[config.mk]
export PLATFORM = sky130hd
export DESIGN_NAME = prach_hb1_pp
export DESIGN_NICKNAME = d
export VERILOG_FILES = /design/src/rtl/prach_hb1_pp.sv
export SDC_FILE = /design/constraint.sdc
export NUM_CORES = 1
export LEC_CHECK = 0
export CORE_MARGIN = 5
export CORE_UTILIZATION = 61
export CTS_BUF_LIST = sky130_fd_sc_hd__clkbuf_2 sky130_fd_sc_hd__clkbuf_4 sky130_fd_sc_hd__clkbuf_8
export CTS_CLUSTER_SIZE = 14
export DETAILED_ROUTE_END_ITERATION = 7
export GPL_ROUTABILITY_DRIVEN = 0
export GPL_TIMING_DRIVEN = 0
export HOLD_SLACK_MARGIN = 0.12
export PLACE_DENSITY = 0.81
export SYNTH_ARGS = -nofsm -noshare
export SYNTH_HDL_FRONTEND = slang
export SYNTH_SLANG_ARGS = --single-unit
[constraint.sdc]
create_clock -name clk -period 4.8 [get_ports clk]
set_input_delay 0.96 -clock clk [delete_from_list [all_inputs] [get_ports clk]]
set_output_delay 0.96 -clock clk [all_outputs]
set_load 0.02 [all_outputs]
[src/rtl/prach_hb1_pp.sv]
// Polyphase pairing ahead of the first PRACH half-band decimator.
// Pairs consecutive per-channel TDM samples into (dp2=earlier, dp1=later).
module prach_hb1_pp #(
  parameter int NUM_CHANNEL = 16,
  parameter int WIDTH       = 16
) (
  input  logic             clk,
  input  logic             rst,
  input  logic [WIDTH-1:0] din_dq,
  input  logic             din_dv,
  input  logic [7:0]       din_chn,
  input  logic             sync_in,
  output logic [WIDTH-1:0] dout_dp1,
  output logic [WIDTH-1:0] dout_dp2,
  output logic             dout_dv,
  output logic [7:0]       dout_chn,
  output logic             sync_out,
  output logic             err_sync
);

  localparam int CW = (NUM_CHANNEL > 1) ? $clog2(NUM_CHANNEL) : 1;

  logic [NUM_CHANNEL-1:0] r_phase;
  logic [WIDTH:0]         r_mem [NUM_CHANNEL];

  logic             r_s1_vld;
  logic             r_s1_err;
  logic [WIDTH:0]   r_s1_rd;
  logic [WIDTH-1:0] r_s1_dp1;
  logic [7:0]       r_s1_chn;

  logic          w_chn_ok;
  logic [CW-1:0] w_idx;
  logic          w_sync;
  logic          w_wr;
  logic          w_rd;
  logic          w_err;

  assign w_chn_ok = ({24'd0, din_chn} < 32'(NUM_CHANNEL));
  assign w_idx    = din_chn[CW-1:0];
  assign w_sync   = din_dv & sync_in;
  assign w_wr     = din_dv & w_chn_ok & (sync_in | ~r_phase[w_idx]);
  assign w_rd     = din_dv & w_chn_ok & ~sync_in & r_phase[w_idx];
  assign w_err    = w_sync & (|r_phase);

  // Sync clears every channel, then the sync sample opens its own pair.
  always_ff @(posedge clk) begin
    if (rst) begin
      r_phase <= '0;
    end else begin
      if (w_sync)
        r_phase <= '0;
      if (w_wr)
        r_phase[w_idx] <= 1'b1;
      else if (w_rd)
        r_phase[w_idx] <= 1'b0;
    end
  end

  always_ff @(posedge clk) begin
    if (w_wr)
      r_mem[w_idx] <= {sync_in, din_dq};
  end

  // The read samples the array at the edge after the phase-0 write
  // has landed, so the back-to-back case reads the fresh value.
  always_ff @(posedge clk) begin
    if (w_rd) begin
      r_s1_rd  <= r_mem[w_idx];
      r_s1_dp1 <= din_dq;
      r_s1_chn <= din_chn;
    end
  end

  always_ff @(posedge clk) begin
    if (rst) begin
      r_s1_vld <= 1'b0;
      r_s1_err <= 1'b0;
    end else begin
      r_s1_vld <= w_rd;
      r_s1_err <= w_err;
    end
  end

  always_ff @(posedge clk) begin
    if (rst) begin
      dout_dp1 <= '0;
      dout_dp2 <= '0;
      dout_dv  <= 1'b0;
      dout_chn <= '0;
      sync_out <= 1'b0;
      err_sync <= 1'b0;
    end else begin
      dout_dv  <= r_s1_vld;
      sync_out <= r_s1_vld & r_s1_rd[WIDTH];
      err_sync <= r_s1_err;
      if (r_s1_vld) begin
        dout_dp1 <= r_s1_dp1;
        dout_dp2 <= r_s1_rd[WIDTH-1:0];
        dout_chn <= r_s1_chn;
      end
    end
  end

endmodule

# ---- After elaboration in Yosys (flattened, before gate mapping)
# Memory sizes are Yosys's and may differ from the RTL's. A register that Yosys moved wholly into a read port is not among the register bits.
# Cells that the tools add are included.
dict set report word_totals {
  elab_cells 40
  memories 1
  out_inout_bits 43
  mem_bits_rw 272
  ff_bits 85
  in_bits 28
}
# memory words width read_ports rd_clocked_by_memory_dff wr line_no
set mem_list {}
lappend mem_list {r_mem 16 17 1 1 1 24} ;# logic [WIDTH:0] r_mem [NUM_CHANNEL];
dict set report classes {
  n_reduce_logical 2
  order_cmp 3
  mux 10
  bitwise_logic 13
}
# op n
set op_table {}
lappend op_table {{2-to-1 mux 16 bit} 4}
lappend op_table {{AND 16 bit} 1}
lappend op_table {{NOT 16 bit} 1}
lappend op_table {{bitwise OR 16 bit} 1}
lappend op_table {{OR reduction 16 bit} 1}
lappend op_table {{< comparator 8 x 5 -> 1 bit (second input constant)} 1}
lappend op_table {{AND 1 bit} 7}
lappend op_table {{< comparator 4 x 5 -> 1 bit (second input constant)} 1}
lappend op_table {{binary-select mux 1 bit (select 4 bit)} 1}
lappend op_table {{demux 1 bit (select 4 bit)} 1}
lappend op_table {{>= comparator 4 x 1 -> 1 bit (second input constant)} 1}
lappend op_table {{2-to-1 mux 1 bit} 4}
lappend op_table {{NOT 1 bit} 2}
lappend op_table {{logical AND 1 bit} 1}
lappend op_table {{bitwise OR 1 bit} 1}

# ---- Longest topological paths before layout
# Gate-level depths: netlist (run 1).
dict set report depth {
  word_depth 8
  ltp_mapped 7
  ltp_nobuf 5
}

# ---- Least setup slack after synthesis (run 1)
# OpenSTA, ideal clock, no wires.
dict set report synth_path {
  path_kind {in2reg}
  from {in din_chn[1]}
  to {mem r_mem[12][0] in the netlist's numbering (enable)}
  path_buffers 2
  path_stages 6
  arrival_ns 3.382
  required_ns 4.388
  slack_ns 1.005
  cell_sequence {buf_2 > mux4_2 > nor2_1 > o22ai_2 > clkbuf_1 > nor3_1}
}
dict set report synth_via {
  elab_chain_cells 7
}
# element line_no
set synth_rtl {}
lappend synth_rtl {{start, declared} 11} ;# input logic [7:0] din_chn,
lappend synth_rtl {{binary-select mux 1 bit (select 4 bit)} 42} ;# assign w_wr = din_dv & w_chn_ok & (sync_in | ~r_phase[w_idx]);
lappend synth_rtl {{2-to-1 mux 1 bit (implied by the code)} 42}
lappend synth_rtl {{NOT 1 bit} 42}
lappend synth_rtl {{bitwise OR 1 bit} 42}
lappend synth_rtl {{AND 1 bit} 42}
lappend synth_rtl {{2-to-1 mux 1 bit} 61} ;# if (w_wr)
lappend synth_rtl {{2-to-1 mux 1 bit (implied by the code)} 62} ;# r_mem[w_idx] <= {sync_in, din_dq};
lappend synth_rtl {{end, declared} 24}
# Several ways; a longest one is shown, not always the timed one. The select of a mux whose other input is x is not followed.

# ---- Worst setup path in the final report (run 1)
dict set report layout_path {
  from {in din_chn[0]}
  to {mem r_mem[5][6] in the netlist's numbering (enable)}
}
# The elaborated chain is that of the path after synthesis.

==> summary.md, run 1 <==
| Metric | Value |
|---|---|
| CP bufs+invs | 6 |
| Overall power | between 6000 and 7000 µW |
| CP most frequent cell | buf_2 |
| Yosys warns | 0 |
| Final Hold Vio Count | 0 |
| Synth top area cells | edfxtp_1, mux4_2, dfxtp_1 |
| CTS Sinks | about 370 |
| Die width | 161 µm |
| Routed vias/inst | 6.34 |
| Synth top area share | 67.3% |
| CTS clk-pin slew, worst paths | approximately 0.060 ns |
| Hold Buf Count CTS | 0 |
| Met2 Use GR | 42.4% |
| WS Path Type | in -> reg |
| GRT Total Usage | between 20% and 30% |
| Root Buffer | clkbuf_8 |
| Wire per inst | around 27 µm |
| Slowest stage delay, CP | ~0.95 ns |
| Fmax | about 240 MHz |
| CP Launch Type | input pin |
| GRT overflow | 0 |
| Placed cells | about 1100 |
| Drt total wl | ~31000 µm |
| Max-Cap Viols | 0 |
| DR pass1 iterations | 4 |
| Most Used Layer, Global Route | met2 |
| Initial antenna violation count | 0 |
| Cell Chain, Critical Path | clkdlybuf4s50_1 -> buf_2 -> buf_2 -> inv_1 -> nor2_1 -> o22ai_2 -> clkbuf_1 -> nor3_2 -> buf_4 |
| Routed vias | around 7300 |
| Post-CTS Resized | 0 |
| Detail Route Antenna Nets | 0 |
| Vias in the first global route | approximately 7700 |
| Share of cells above drive strength 1 | between 20% and 30% |
| Hold depth | 1 |
| Crit path time final | just over 4 ns |
| Critical path's top delay family | buffers and inverters |
| DRT iter0 DRCs | just over 800 |
| PwrDens | ~390 nW/µm² |
| Mapped Avg Cell Area | a little over 20 µm² |
| Largest fanout on the critical path | 10 |
| HPWL after DPL | roughly 21000 µm |
| Max Clock Skew | around 0.036 ns |
| Finished Layout Cells | around 1200 |
| Slew of the pin with the lowest slew margin | ~1.1 ns |
| Final nets | around 850 |
| Setup-failing EPs final | 0 |
| Sequential element share of the synthesized area | around 76% |
| Worst-case clock buffer depth | 3 |
| Row count | 55 |
| Worst Hold Endpoint | err_sync |
| Max-slew violation count | 0 |
| Die area | 26000 µm² |
| Largest net degree at the start of global routing | 23 |
| Critical Path RT | 5.08 ns |
| Mapped Area | roughly 14000 µm² |
| CTS tree | done |
| Total core area | 22600 µm² |
| Post-synth EDFFs | around 310 |
| Met3 Usage GRT | under 10% |
| First-pass GRT wire length | ~47000 µm |
| Final worst path period share | about 87% |
| Drc violations | 0 |
| Chip Height | between 150 and 200 µm |
| Peak VDD IR | about 0.28 mV |
| Grt met1 use | 31.8% |
| H-tree depth | 2 |
| Largest area contributor in the netlist | edfxtp_1 |
| Slowest CP cell | nor3_2 |
| Netlist cell types | 31 |
| Status | finished, final reports clean |
| Lkg Pwr | between 0.005 and 0.006 µW |
| Slew margin rel. | 26.2% |
| Post-Syn Nets | 700 |
| Worst Hold Class | reg -> reg |
| Ys async rst share | 0% |
| Fillcell total | between 1000 and 1500 |
| Layout area overhead | 18.4% |
| Synthesis-stage register bit count | approximately 370 |
| Clk Latency, worst-skew pair | 0.61 ns |
| Ports | 71 |
| Worst r2r src | r_phase[1] |
| Postcts setup bufs | 0 |
| Worst R2R End | r_mem[5][6] |
| CP arrival | 4.43 ns |
| Initial Utilization | between 60% and 70% |
| Hold_sp | r_s1_err |
| Critical path endpoint category | flip-flop |
| Inserted Clock Buffers | 56 |
| Setup TNS | 0 ns |
| Ys flop type | edfxtp_1 |
| Number of diodes | 0 |
| FF-to-FF path depth | 6 |
| Mapped Cells | 672 |
| Reg-to-reg slack, setup | ~1.7 ns |
| RSZ-0062 raised after global routing | no |
| Port-buffer cells | 70 |
## metal layers
metal,routed length [µm],vias up
met3,2800,76
met4,881,0
met1,11400,3719
met2,16100,460
met5,0,-
li1,-,3081
## synthesized netlist by cell type (all sizes together), types with 2 or more instances
cell / instances
nand2b: 2
and2: 2
nor2: 45
nor3: 16
dfxtp: 61
nor2b: 3
mux2i: 44
buf: 25
edfxtp: 313
o41ai: 12
mux4: 87
clkbuf: 19
nor4: 5
nand3b: 3
a22oi: 2
o31ai: 4
nand2: 4
o211ai: 16
## area by class of cell
cell class	instances	area [µm²]	share of cell area (%)
inverter	1	3.75	0.0227
multi-input combinational	253	3240	19.6
clock inverter	21	138	0.833
tap	285	357	2.16
timing repair buffer	94	965	5.84
sequential	374	10600	64.2
buffer	44	184	1.11
clock buffer	85	1030	6.21
## stage by stage
step	util (%)	hold WS [ns]	worst slack [ns]	instance area (µm²)
final	73.2	0.447	0.646	16500
after global routing	73.2	0.461	0.444	16500
after CTS	73.2	0.456	0.700	16500
after detailed placement	68.1	0.437	0.0732	15400
after global placement	66.6	0.423	-1.11	15000
after floorplan	-	0.414	1.01	14000
## registers in the layout (all words and copies together), names as in the netlist
| name | cells |
|---|---|
| dout_dv | 1 |
| r_s1_rd | 17 |
| dout_dp2 | 16 |
| r_mem | 272 |
| sync_out | 1 |
| r_s1_chn | 8 |
| r_s1_err | 1 |
| r_s1_vld | 1 |
| dout_chn | 8 |
| r_s1_dp1 | 16 |
| r_phase | 16 |
| dout_dp1 | 16 |
| err_sync | 1 |
## worst max-delay path by stage
| stage | startpoint | to | cells after the start | slack, ns |
|---|---|---|---|---|
| floorplan | din_chn[1] | r_mem[12][0] | 6 | 1.01 |
| global placement | din_chn[0] | r_mem[12][6] | 8 | -1.11 |
| detailed placement | din_chn[0] | r_mem[5][6] | 9 | 0.07 |
| CTS | din_chn[0] | r_mem[5][12] | 9 | 0.70 |
| global route | din_chn[0] | r_mem[5][8] | 9 | 0.44 |
| finish | din_chn[0] | r_mem[5][6] | 9 | 0.65 |
## cells by family after synthesis
family | synth area share (%)
and+or+nand+nor | 2.94
AOI/OAI and AO/OA | 2.49
buffers and inverters | 1.34
muxes | 17.2
DFF | 76.0
## power by group
group,internal [µW],switching [µW],leakage [µW]
combinational,107,149,0.00137
sequential,3520,2.03,0.00330
clock,1430,1190,0.000634
## cells in the final DEF, fill, tap and decap left out, types with 2 or more instances in the layout
cell	count
nand2b_1	2
buf_2	12
buf_4	5
clkbuf_1	19
edfxtp_1	313
nand2_1	4
a22oi_1	2
nor2b_1	3
clkbuf_4	23
nor3_2	16
clkinv_2	13
buf_1	12
mux4_2	87
nor2_1	45
dfxtp_1	61
o41ai_1	4
o211ai_1	16
clkinv_1	4
nand3b_1	3
o31ai_1	4
clkdlybuf4s50_1	70
mux2i_1	44
o41ai_2	8
clkbuf_8	62
nor4_1	4
buf_6	19
(Power assumes the default switching activity.)
==> inputs of run 2 (changes only) <==
--- a/config.mk
+++ b/config.mk
@@ -13,6 +13,7 @@
 export GPL_ROUTABILITY_DRIVEN = 0
 export GPL_TIMING_DRIVEN = 0
 export HOLD_SLACK_MARGIN = 0.12
+export MAX_ROUTING_LAYER = met4
 export PLACE_DENSITY = 0.81
 export SYNTH_ARGS = -nofsm -noshare
 export SYNTH_HDL_FRONTEND = slang
==> summary.md, run 2 (synthesis results as in run 1) <==
| Metric | Value |
|---|---|
| Number of flip-flops in the largest register | 272 (unchanged) |
| WS Path Type | in -> reg |
| DRT iter0 DRCs | 776 (-4.1%) |
| Final Hold Vio Count | 0 (unchanged) |
| Clk Latency, worst-skew pair | 0.61 ns (about the same) |
| Lkg Pwr | 0.00531 µW (unchanged) |
| Layout area overhead | 18.4% (unchanged) |
| P_sw | 1350 µW (+0.18%) |
| Vias in the first global route | 7727 (-0.27%) |
| Cell Chain, Critical Path | clkdlybuf4s50_1 -> buf_2 -> buf_2 -> inv_1 -> nor2_1 -> o22ai_2 -> clkbuf_1 -> nor3_2 -> buf_4 |
| CP Launch Type | input pin |
| Wire per inst | 27.0 µm (about the same) |
| Ports | 71 (unchanged) |
| H-tree depth | 2 (unchanged) |
| Share of cells above drive strength 1 | 29.0% (unchanged) |
| Total core area | 22600 µm² (unchanged) |
| Slew margin rel. | 25.0% (-1.2 points) |
| Net switching fraction of the power | 21.0% (+0.031 points) |
| Initial Utilization | 61.9% (unchanged) |
| Dpl cell area | 15400 µm² (unchanged) |
| Port-buffer cells | 70 (unchanged) |
| Initial antenna violation count | 0 (unchanged) |
| Die width | 161 µm (unchanged) |
| Top flop regs | r_mem: 272 flops, r_s1_rd: 17 flops |
| Peak VDD IR | 0.283 mV (+0.12%) |
| Largest fanout on the critical path | 10 (unchanged) |
| Slew of the pin with the lowest slew margin | 1.12 ns (+0.0174 ns) |
| Status | finished, final reports clean |
| Hold Buf Count CTS | 0 (unchanged) |
| Final nets | 852 (unchanged) |
| Biggest register | r_mem |
| Max-Cap Viols | 0 (unchanged) |
| HPWL after DPL | 20500 µm (unchanged) |
| RSZ-0062 raised after global routing | no |
| Inserted Clock Buffers | 56 (unchanged) |
| CTS Sinks | 374 (unchanged) |
| CP arrival | 4.45 ns (+0.02 ns) |
| Largest net degree at the start of global routing | 23 (unchanged) |
| CTS clk-pin slew, worst paths | 0.06 ns (about the same) |
| Setup-failing EPs final | 0 (unchanged) |
| Post-CTS Resized | 0 (unchanged) |
| Detail Route Antenna Nets | 0 (unchanged) |
| CTS tree | done |
| Crit path time final | 4.17 ns (+0.0167 ns) |
| Slowest CP cell | nor3_2 |
| Routed vias | 7310 (-0.35%) |
| Drc violations | 0 (unchanged) |
| Max-slew violation count | 0 (unchanged) |
| Sequential power share | 55.0% (about the same) |
| Max Clock Skew | 0.0368 ns (+0.00106 ns) |
| GRT Total Usage | 25.2% (+0.71 points) |
| Internal power | 5060 µW (about the same) |
| Routed vias/inst | 6.32 (-0.35%) |
| Die area | 26000 µm² (unchanged) |
| Final instance area | 16500 µm² (unchanged) |
| Most frequent cells in the layout | edfxtp_1, mux4_2, clkdlybuf4s50_1 |
| Clock Power Share | 41.0% (about the same) |
| Number of diodes | 0 (unchanged) |
| Comb pwr share | 4.0% (about the same) |
| Placed cells | 1051 (unchanged) |
| Drt total wl | 31200 µm (about the same) |
| Chip Height | 161 µm (unchanged) |
| Final worst path period share | 86.9% (+0.35 points) |
| Postcts setup bufs | 0 (unchanged) |
| Finished Layout Cells | 1157 (unchanged) |
| Slowest stage delay, CP | 0.96 ns (about the same) |
| Fmax | 240 MHz (-0.40%) |
| Commonest non-fill, non-tap cell in the layout | edfxtp_1 |
| DR pass1 iterations | 5 (+1) |
| PwrDens | 388 nW/µm² (about the same) |
| Critical path endpoint category | flip-flop |
| Worst Hold Class | reg -> reg |
| CP most frequent cell | buf_2 |
| Root Buffer | clkbuf_8 |
| Worst-case clock buffer depth | 3 (unchanged) |
| First-pass GRT wire length | 47200 µm (-0.13%) |
| GRT overflow | 0 (unchanged) |
| Row count | 55 (unchanged) |
| Critical Path RT | 5.07 ns (about the same) |
run 2: per-layer routing:
metal	part of all wire, %	GRT usage [%]	up-vias
li1	-	-	3078
met1	37	31.8	3715
met2	52	42.5	440
met3	8.6	5.26	77
met4	2.6	6.63	0
met5	0	-	-
run 2: power by group through the flow:
stage / Combinational, µW / Sequential (µW) / Clock, µW
detailed placement: 257 / 3590 / 0
global placement: 238 / 3590 / 0
finish: 258 / 3520 / 2620
CTS: 257 / 3520 / 2650
global route: 272 / 3520 / 2810
floorplan: 141 / 3590 / 0
run 2: through the flow:
step | setup TNS [ns] | hold slack (ns) | power, µW | utilization (%) | setup slack, ns
2_1_floorplan | 0 | 0.414 | 3740 | - | 1.01
3_3_place_gp | -270.81 | 0.423 | 3830 | 66.6 | -1.11
3_5_place_dp | 0 | 0.437 | 3850 | 68.1 | 0.0732
4_1_cts | 0 | 0.456 | 6440 | 73.2 | 0.700
5_1_grt | 0 | 0.461 | 6610 | 73.2 | 0.465
6_report | 0 | 0.447 | 6410 | 73.2 | 0.629
run 2: worst paths after layout:
check	startpoint	end	slack, ns	depth (start not counted)
worst max-delay path	din_chn[0]	r_mem[5][12]	0.63	9
worst min-delay path	r_s1_err	err_sync	0.45	1
worst max register to register	r_phase[1]	r_mem[5][12]	1.65	6
worst min register to register	r_s1_err	err_sync	0.45	1
run 2: critical path, delay by kind of cell:
family | cells | cell delay, ns
buffers and inverters | 6 | 2.17
and+or+nand+nor | 2 | 1.13
AOI/OAI and AO/OA | 1 | 0.18
run 2: area by class of cell:
| type | count | area, µm² |
|---|---|---|
| flip-flops and latches | 374 | 10600 |
| fillers | 1256 | 6040 |
| multi-input cells | 253 | 3240 |
| clock buffers | 85 | 1030 |
| repair buffers | 94 | 965 |
| well taps | 285 | 357 |
| plain buffers | 44 | 184 |
| clock inverters | 21 | 138 |
| inverters | 1 | 3.75 |
